### src/rtl/uart_tx_fifo.sv
// UART transmitter with a built-in transmit FIFO, running on the 16x oversample clock.
// Define UART_TX_PARITY_EN to add a parity bit (odd when PARITY_ODD = 1) after the data bits.
module uart_tx_fifo #(
    parameter int unsigned DATA_W     = 8,
    parameter int unsigned OVS        = 16,
    parameter int unsigned STOP_BITS  = 1,
    parameter int unsigned FIFO_DEPTH = 4,
    parameter int unsigned PARITY_ODD = 0
) (
    input  logic                            clk16,
    input  logic                            rst_n,
    input  logic [DATA_W-1:0]               tx_data,
    input  logic                            tx_valid,
    output logic                            tx_ready,
    output logic                            serial_data,
    output logic                            tx_busy,
    output logic                            tx_done,
    output logic [$clog2(FIFO_DEPTH+1)-1:0] fifo_level
);

    localparam int unsigned LVL_W = $clog2(FIFO_DEPTH + 1);
    localparam int unsigned PTR_W = $clog2(FIFO_DEPTH);
    localparam int unsigned CNT_W = $clog2(OVS);
    localparam int unsigned BIT_W = $clog2(DATA_W);

    localparam logic [CNT_W-1:0] BIT_LAST  = CNT_W'(OVS - 1);
    localparam logic [CNT_W-1:0] BIT_PRE   = CNT_W'(OVS - 2);
    localparam logic [BIT_W-1:0] DATA_LAST = BIT_W'(DATA_W - 1);
    localparam logic [LVL_W-1:0] LVL_FULL  = LVL_W'(FIFO_DEPTH);
    localparam logic             STOP_LAST = 1'(STOP_BITS - 1);

    typedef enum logic [2:0] {
        StIdle,
        StStart,
        StData,
`ifdef UART_TX_PARITY_EN
        StParity,
`endif
        StStop
    } state_e;

    state_e             state_q;
    logic [CNT_W-1:0]   bit_cnt_q;
    logic [BIT_W-1:0]   data_cnt_q;
    logic               stop_cnt_q;
    logic [DATA_W-1:0]  shift_q;

    logic [DATA_W-1:0]  mem_q [FIFO_DEPTH];
    logic [PTR_W-1:0]   wr_ptr_q;
    logic [PTR_W-1:0]   rd_ptr_q;
    logic [LVL_W-1:0]   level_q;

    logic               fifo_empty;
    logic               fifo_full;
    logic               push;
    logic               pop;
    logic               bit_end;
    logic               last_stop;
    logic [DATA_W-1:0]  head;

    assign fifo_empty = (level_q == '0);
    assign fifo_full  = (level_q == LVL_FULL);
    assign tx_ready   = !fifo_full;
    assign fifo_level = level_q;
    assign push       = tx_valid && tx_ready;
    assign head       = mem_q[rd_ptr_q];
    assign bit_end    = (bit_cnt_q == BIT_LAST);
    assign last_stop  = (state_q == StStop) && (stop_cnt_q == STOP_LAST);

    // Pop either from idle or on the final cycle of a frame so the next start bit follows at once.
    assign pop = !fifo_empty && ((state_q == StIdle) || (last_stop && bit_end));

    always_ff @(posedge clk16) begin
        if (push) begin
            mem_q[wr_ptr_q] <= tx_data;
        end
    end

    always_ff @(posedge clk16 or negedge rst_n) begin
        if (!rst_n) begin
            wr_ptr_q <= '0;
            rd_ptr_q <= '0;
            level_q  <= '0;
        end else begin
            if (push) begin
                wr_ptr_q <= wr_ptr_q + PTR_W'(1);
            end
            if (pop) begin
                rd_ptr_q <= rd_ptr_q + PTR_W'(1);
            end
            case ({push, pop})
                2'b10:   level_q <= level_q + LVL_W'(1);
                2'b01:   level_q <= level_q - LVL_W'(1);
                default: level_q <= level_q;
            endcase
        end
    end

`ifdef UART_TX_PARITY_EN
    localparam logic PAR_INV = (PARITY_ODD != 0);
    logic parity_q;

    always_ff @(posedge clk16 or negedge rst_n) begin
        if (!rst_n) begin
            parity_q <= 1'b0;
        end else if (pop) begin
            parity_q <= (^head) ^ PAR_INV;
        end
    end
`else
    logic unused_parity_cfg;
    assign unused_parity_cfg = (PARITY_ODD != 0);
`endif

    always_ff @(posedge clk16 or negedge rst_n) begin
        if (!rst_n) begin
            state_q     <= StIdle;
            bit_cnt_q   <= '0;
            data_cnt_q  <= '0;
            stop_cnt_q  <= 1'b0;
            shift_q     <= '0;
            serial_data <= 1'b1;
            tx_busy     <= 1'b0;
            tx_done     <= 1'b0;
        end else begin
            tx_done <= 1'b0;
            if (state_q != StIdle) begin
                bit_cnt_q <= bit_end ? '0 : bit_cnt_q + CNT_W'(1);
            end
            unique case (state_q)
                StIdle: begin
                    if (pop) begin
                        shift_q     <= head;
                        state_q     <= StStart;
                        serial_data <= 1'b0;
                        tx_busy     <= 1'b1;
                    end else begin
                        serial_data <= 1'b1;
                    end
                end
                StStart: begin
                    if (bit_end) begin
                        state_q     <= StData;
                        serial_data <= shift_q[0];
                        shift_q     <= shift_q >> 1;
                        data_cnt_q  <= '0;
                    end
                end
                StData: begin
                    if (bit_end) begin
                        if (data_cnt_q == DATA_LAST) begin
`ifdef UART_TX_PARITY_EN
                            state_q     <= StParity;
                            serial_data <= parity_q;
`else
                            state_q     <= StStop;
                            serial_data <= 1'b1;
                            stop_cnt_q  <= 1'b0;
`endif
                        end else begin
                            data_cnt_q  <= data_cnt_q + BIT_W'(1);
                            serial_data <= shift_q[0];
                            shift_q     <= shift_q >> 1;
                        end
                    end
                end
`ifdef UART_TX_PARITY_EN
                StParity: begin
                    if (bit_end) begin
                        state_q     <= StStop;
                        serial_data <= 1'b1;
                        stop_cnt_q  <= 1'b0;
                    end
                end
`endif
                StStop: begin
                    // Registered pulse lands on the last cycle of the final stop bit.
                    if (last_stop && (bit_cnt_q == BIT_PRE)) begin
                        tx_done <= 1'b1;
                    end
                    if (bit_end) begin
                        if (last_stop) begin
                            if (pop) begin
                                shift_q     <= head;
                                state_q     <= StStart;
                                serial_data <= 1'b0;
                            end else begin
                                state_q     <= StIdle;
                                serial_data <= 1'b1;
                                tx_busy     <= 1'b0;
                            end
                        end else begin
                            stop_cnt_q <= stop_cnt_q + 1'b1;
                        end
                    end
                end
                default: begin
                    state_q     <= StIdle;
                    serial_data <= 1'b1;
                    tx_busy     <= 1'b0;
                end
            endcase
        end
    end

endmodule

### config.mk
export PLATFORM = sky130hd
export DESIGN_NAME = uart_tx_fifo
export DESIGN_NICKNAME = d
export VERILOG_FILES = /design/src/rtl/uart_tx_fifo.sv
export SDC_FILE = /design/constraint.sdc
export NUM_CORES = 1
export LEC_CHECK = 0
export ABC_AREA = 1
export BUFFER_PORTS_ARGS = -buffer_cell sky130_fd_sc_hd__buf_2
export CORE_MARGIN = 2
export CORE_UTILIZATION = 50
export CTS_BUF_LIST = sky130_fd_sc_hd__clkbuf_8
export DETAILED_ROUTE_END_ITERATION = 7
export PLACE_DENSITY = 0.68
export SYNTH_ARGS = -nofsm -noshare
export SYNTH_HDL_FRONTEND = slang
export SYNTH_SLANG_ARGS = --single-unit
### constraint.sdc
create_clock -name clk16 -period 6.09 [get_ports clk16]
set_input_delay 1.218 -clock clk16 [delete_from_list [all_inputs] [get_ports clk16]]
set_output_delay 1.218 -clock clk16 [all_outputs]
set_load 0.01 [all_outputs]
==> impl_results.md, run 1 <==
- H-tree levels: 3
- DP Wirelength: 3.46 mm
- Count leader, synth: nand2_1
- Die ar.: 6280 sq um
- Number of fill cells: 489
- Max Slew Vio Count: 0
- Startpoint types: primary input
- Synth Area per Inst: 10.0 sq um
- Worst hold margin: 476 ps
- DR vias/cell: 4.91
- Setup bufs post-CTS: 0
- Top post-synthesis cells by area: edfxtp_1 (34%), dfrtp_1 (24%), nand2_1 (11%)
- Congestion Overflow GR: 0
- Core Region: 5470 sq um
- Starting density of the core: 51.7%
- Worst-path clk slew: 70 ps
- RSZ-0062 raised after global routing: false
- # DRC: 0
- Sequential fraction of the synthesis area: 58.8%
- Gate Count Post-Synth: 283
- Clock sink total: 60
- Syn_nets: 308
- Leak pwr: 1.44 nW
- Ports: 18
- Status: finished, final reports clean
- Crit-path cells: buf_2 -> nand2_1 -> ha_1 -> inv_1 -> fa_1 -> a21oi_1 -> o21ai_0 -> xor2_1
- Final wirelength: 4.74 mm
- Post-synth top cells: nand2_1 (82), nand3_1 (41), edfxtp_1 (32)
- Initial DRT Pass Iterations: 5
- Initial antenna violation count: 0
- Initial DRC count: 131
- Final GP Congestion: 0.736
- Yosys reg bits: 60
- Clk Tree Root Cell: clkbuf_8
- Dominant cell type by area after synthesis: edfxtp_1
- Post-synth EDFFs: 32
- Largest net degree at the start of global routing: 29
- Kind of end point of the critical path: flip-flop
- Tot GR Track Use: 18.5%
- Clk buf depth: 2
- Vias: 1881
- Post-synthesis to final-layout area growth: 11.5%
- F_max: 0.419 GHz
- Worst endpoint required time: 6300 ps
- HP Class: flip-flop to flip-flop
- IO buf count: 17
- Synth unique cells: 27
- Setup tns final: 0 ps
- CTS tree: yes
- Final ANT Viol Nets: 0
- Setup-failing EPs final: 0
- Final Cycle Share: 39.2%
- Netlist area before placement: 2830 sq um
- IR drop worst, VDD: 0.214 mV
- CP Class: primary input to flip-flop
- Synth async-reset ratio: 46.7%
- Die Ht: 79.2 um
- Clk_lat worst skew: 330 ps
- Yosys Warn Count: 0
- Post-CTS sizing: 0
- Final Skew: 6.27 ps
- Fin nets: 331
- Row count: 27
- CP top delay family: adder cells
- Number of global-route vias before repair: 1873
- Ys flop type: edfxtp_1
- Max_cap viols: 0
- Synth top area share: 34.0%
- Slowest cell delay on critical path: 370 ps
- Crit path buffers/inverters: 2
- Die Wd: 79.2 um
- Slew at the pin closest to its max-slew limit: 662 ps
- Critical Path Slowest Stage Cell: fa_1
- Layout cells sized above 1: 14.8%
- Cell Pwr Density: 307 nW/um^2
- Critical Path AT: 2600 ps
- CTS buffer count: 9
- Max FO, Critical Path: 8
- Routed wire length per instance: 12.4 um
- Hold Vio Cnt, Final: 0
- Crit path time final: 2390 ps
- Placed insts: 367
- Final std cells w/o fill: 383
- Hold buffers post-CTS: 0
- Slew HR: 55.7%
- Antenna cell count: 0
- Global-route wire length before repair: 8.79 mm
==> final cells by class <==
cell class | count | area [sq um] | area share, %
clock buffers | 9 | 124 | 3.93
clock inverters | 7 | 52.6 | 1.67
inverters | 31 | 116 | 3.69
multi-input cells | 187 | 1020 | 32.5
flip-flops and latches | 60 | 1660 | 52.7
well taps | 72 | 90.1 | 2.85
repair buffers | 17 | 85.1 | 2.70
==> flip-flops by register name (all words and copies together) (netlist names), 2 cells and up <==
register,flops
mem_q,32
shift_q,8
bit_cnt_q,4
data_cnt_q,3
fifo_level,3
rd_ptr_q,2
state_q,2
wr_ptr_q,2
==> routing by layer <==
metal | part of all wire (%) | routed length, um | vias up | GRT usage, %
li1 | - | - | 970 | -
met1 | 50 | 2390 | 884 | 26.6
met2 | 45 | 2150 | 21 | 25.9
met3 | 2.7 | 130 | 6 | 5.11
met4 | 1.5 | 72 | 0 | 8.62
met5 | 0 | 0 | - | 0
==> path summary, 6_finish.rpt <==
| check | slack (ps) | endpoint | cells past startpoint | from |
|---|---|---|---|---|
| setup / recovery | 3700 | fifo_level[2] | 8 | tx_valid |
| hold reg to reg | 480 | shift_q[7] | 2 | shift_q[7] |
| min in group asynchronous | 890 | shift_q[5] | 1 | rst_n |
| max in group asynchronous | 4790 | fifo_level[1] | 1 | rst_n |
| setup reg to reg | 3710 | fifo_level[2] | 12 | state_q[0] |
| hold / removal | 480 | shift_q[7] | 2 | shift_q[7] |
==> worst register-to-register path, stage by stage (launching register included) <==
cell,delay (ps)
dfrtp_1,420
inv_1,100
ha_1,270
inv_1,130
nand2_1,120
nand3_2,160
inv_1,90
ha_1,130
inv_1,60
fa_1,370
a21oi_1,150
o21ai_0,120
xor2_1,150
==> layout by cell type (no fill, tap or decap), types with 2 or more instances in the layout <==
master	n
a21oi_1	6
buf_2	17
clkbuf_8	9
clkinv_2	2
clkinv_4	3
dfrtp_1	27
edfxtp_1	32
ha_1	13
inv_1	29
nand2_1	82
nand2_2	3
nand2_4	2
nand3_1	41
nand3_4	2
nand4_1	2
nor2_1	14
o21ai_0	8
xor2_1	5
==> cell families after synthesis <==
| logic type | Yosys count | synth area share [%] |
|---|---|---|
| simple gates | 151 | 25.0 |
| flops | 60 | 58.8 |
| buf+inv | 36 | 5.00 |
| compound gates | 16 | 2.92 |
| fa+ha+maj | 14 | 6.46 |
| xor+xnor | 6 | 1.86 |
==> report_power, final <==
group / switching (W) / internal (W) / total, W
logic: 0.0000942 / 0.0000454 / 0.000140
clock network: 0.000164 / 0.000149 / 0.000313
registers: 0.0000223 / 0.000493 / 0.000515
==> metrics by stage <==
stage | area (sq um) | worst slack, ps | total power (W) | util (%)
after floorplan | 2830 | 3610 | 0.000615 | -
after CTS | 3160 | 3700 | 0.000980 | 57.7
after global routing | 3160 | 3420 | 0.00103 | 57.7
after global placement | 2980 | 3400 | 0.000662 | 54.4
final | 3160 | 3700 | 0.000967 | 57.7
after detailed placement | 2980 | 3360 | 0.000665 | 54.4
No activity file was read; power rests on OpenSTA's default activity.
==> run 2: changes to the inputs <==
Clock period 6.09 ns to 2.3 ns, I/O delays scaled along.
==> impl_results.md, run 2 (synthesis gave the netlist of run 1 again) <==
- Initial antenna violation count: 0 (unchanged)
- Final Util: 59.3% (+1.7 points)
- Die Wd: 79.2 um (unchanged)
- Antenna cell count: 0 (unchanged)
- Final GP Congestion: 0.775 (+5.3%)
- Number of global-route vias before repair: 1793 (-4.3%)
- Worst hold margin: 135 ps (-341 ps)
- Design area: 3250 sq um (+2.9%)
- Clock sink total: 60 (unchanged)
- Die Ht: 79.2 um (unchanged)
- Tot GR Track Use: 17.7% (-0.75 points)
- Max Slew Vio Count: 0 (unchanged)
- Setup tns final: 0 ps (unchanged)
- IO buf count: 17 (unchanged)
- Clk buf depth: 2 (unchanged)
- Register area: 1660 sq um (unchanged)
- Row count: 27 (unchanged)
- Setup-failing EPs final: 0 (unchanged)
- Vias: 1943 (+3.3%)
- Max_cap viols: 0 (unchanged)
- Initial DRT Pass Iterations: 5 (unchanged)
- Critical Path Source: state_q[1]
- FF-to-FF Start: state_q[1]
- Final Cycle Share: 90.5%
- Final ANT Viol Nets: 0 (unchanged)
- H-tree levels: 3 (unchanged)
- Most frequent cells in the layout: nand2_1 (81), nand3_1 (41), edfxtp_1 (32)
- Max reg flops: 32 (unchanged)
- IR drop worst, VDD: 0.734 mV (+240%)
- Initial DRC count: 93 (-29%)
- Post-synthesis to final-layout area growth: 14.8%
- CTS buffer count: 9 (unchanged)
- Critical Path AT: 2290 ps (-310 ps)
- DP Wirelength: 3.41 mm (-1.3%)
- Top Registers: mem_q: 32 flops, shift_q: 8 flops, bit_cnt_q: 4 flops
- Core Region: 5470 sq um (unchanged)
- Largest net degree at the start of global routing: 29 (unchanged)
- Die ar.: 6280 sq um (unchanged)
- Clk Tree Root Cell: clkbuf_8
- F_max: 0.480 GHz
- Post-Place Setup Slack: 184 ps (-3180 ps)
- Slew HR: 58.9% (+3.3 points)
- CTS tree: yes
- Clk_lat worst skew: 340 ps (about the same)
- DR vias/cell: 4.96 (+0.92%)
- RSZ-0062 raised after global routing: false
- # DRC: 0 (unchanged)
- Commonest non-fill, non-tap cell in the layout: nand2_1
- CP Class: flip-flop to flip-flop
- Routed wire length per instance: 12.5 um (+1.4%)
- Biggest register: mem_q
- Multi-input combinational cell area: 1030 sq um (+0.73%)
- Status: finished, final reports clean
- Crit path time final: 2080 ps
- Kind of end point of the critical path: flip-flop
- Ports: 18 (unchanged)
- Hold Vio Cnt, Final: 0 (unchanged)
- Cell Pwr Density: 822 nW/um^2 (+170%)
- Final Skew: 6.93 ps (+0.657 ps)
- Congestion Overflow GR: 0 (unchanged)
- Leak pwr: 1.48 nW (+2.7%)
- HP Class: primary input to async pin
- Fin nets: 340 (+2.7%)
- Fin worst setup slack: 217 ps (-3480 ps)
- Starting density of the core: 51.7% (unchanged)
- Startpoint types: flip-flop
- Global-route wire length before repair: 8.39 mm (-4.6%)
- Worst endpoint required time: 2510 ps (-3790 ps)
- Worst-path clk slew: 60 ps (about the same)
- Max FO, Critical Path: 4 (-4)
- Final wirelength: 4.92 mm (+3.8%)
- Number of fill cells: 481 (-1.6%)
- Layout cells sized above 1: 17.8% (+3.0 points)
- Slew at the pin closest to its max-slew limit: 616 ps (-46.4 ps)
- Area post-placement: 3040 sq um (+2.0%)
[run 2: changes by cell type in the layout (fill, tap and decap cells not counted)]
cell,delta
o21ai_0,-1
clkinv_4,-3
clkinvlp_4,+3
buf_4,+9
inv_6,-1
nand2_2,+1
ha_2,+2
o21ai_1,+1
bufinv_16,+1
ha_1,-2
clkinv_2,-1
nand2_1,-1
inv_1,+1
[run 2: per-layer routing]
| layer | GRT usage [%] | share of wire [%] | up-vias |
|---|---|---|---|
| met5 | 0 | 0 | - |
| met1 | 24.2 | 46 | 891 |
| met4 | 5.17 | 0.73 | 0 |
| met2 | 26.7 | 47 | 48 |
| met3 | 6.36 | 6.5 | 7 |
| li1 | - | - | 997 |
[run 2: per-stage QoR]
| stage | total power, W | instances |
|---|---|---|
| floorplan | 0.00163 | 283 |
| CTS | 0.00269 | 391 |
| finish | 0.00267 | 392 |
| detailed placement | 0.00180 | 375 |
| global placement | 0.00179 | 375 |
| global route | 0.00282 | 392 |
[run 2: final timing paths]
check	end	slack (ps)	depth (start not counted)
worst max-delay path	fifo_level[2]	220	12
worst min-delay path	shift_q[6]	140	1
worst max register to register	fifo_level[2]	220	12
worst min register to register	shift_q[6]	470	2
max in group asynchronous	wr_ptr_q[0]	1760	1
min in group clk16	mem_q[1][6]	340	1
[run 2: power by group]
group | internal (W) | total [W] | switching, W
logic | 0.000155 | 0.000419 | 0.000264
registers | 0.00130 | 0.00136 | 0.0000539
clock network | 0.000493 | 0.000893 | 0.000400
[run 2: worst max-delay path: stages, from the launching register on]
cell	delay, ps
dfrtp_1	400
inv_1	100
ha_2	180
inv_1	80
nand2_2	90
nand3_2	90
inv_1	70
ha_1	130
inv_1	70
fa_1	380
a21oi_1	150
o21ai_1	90
xor2_1	140
[run 2: layout make-up]
class | instances | area share, %
flip-flops and latches | 60 | 51.2
repair buffers | 26 | 4.70
multi-input cells | 187 | 31.8
clock inverters | 7 | 2.12
inverters | 31 | 3.58
well taps | 72 | 2.77
clock buffers | 9 | 3.82
[run 2: repair_timing]
item,4_1_cts,5_1_grt
hold buffers,0,0
gates resized for setup,0,4
setup endpoints to repair,0,1
setup buffers,0,1
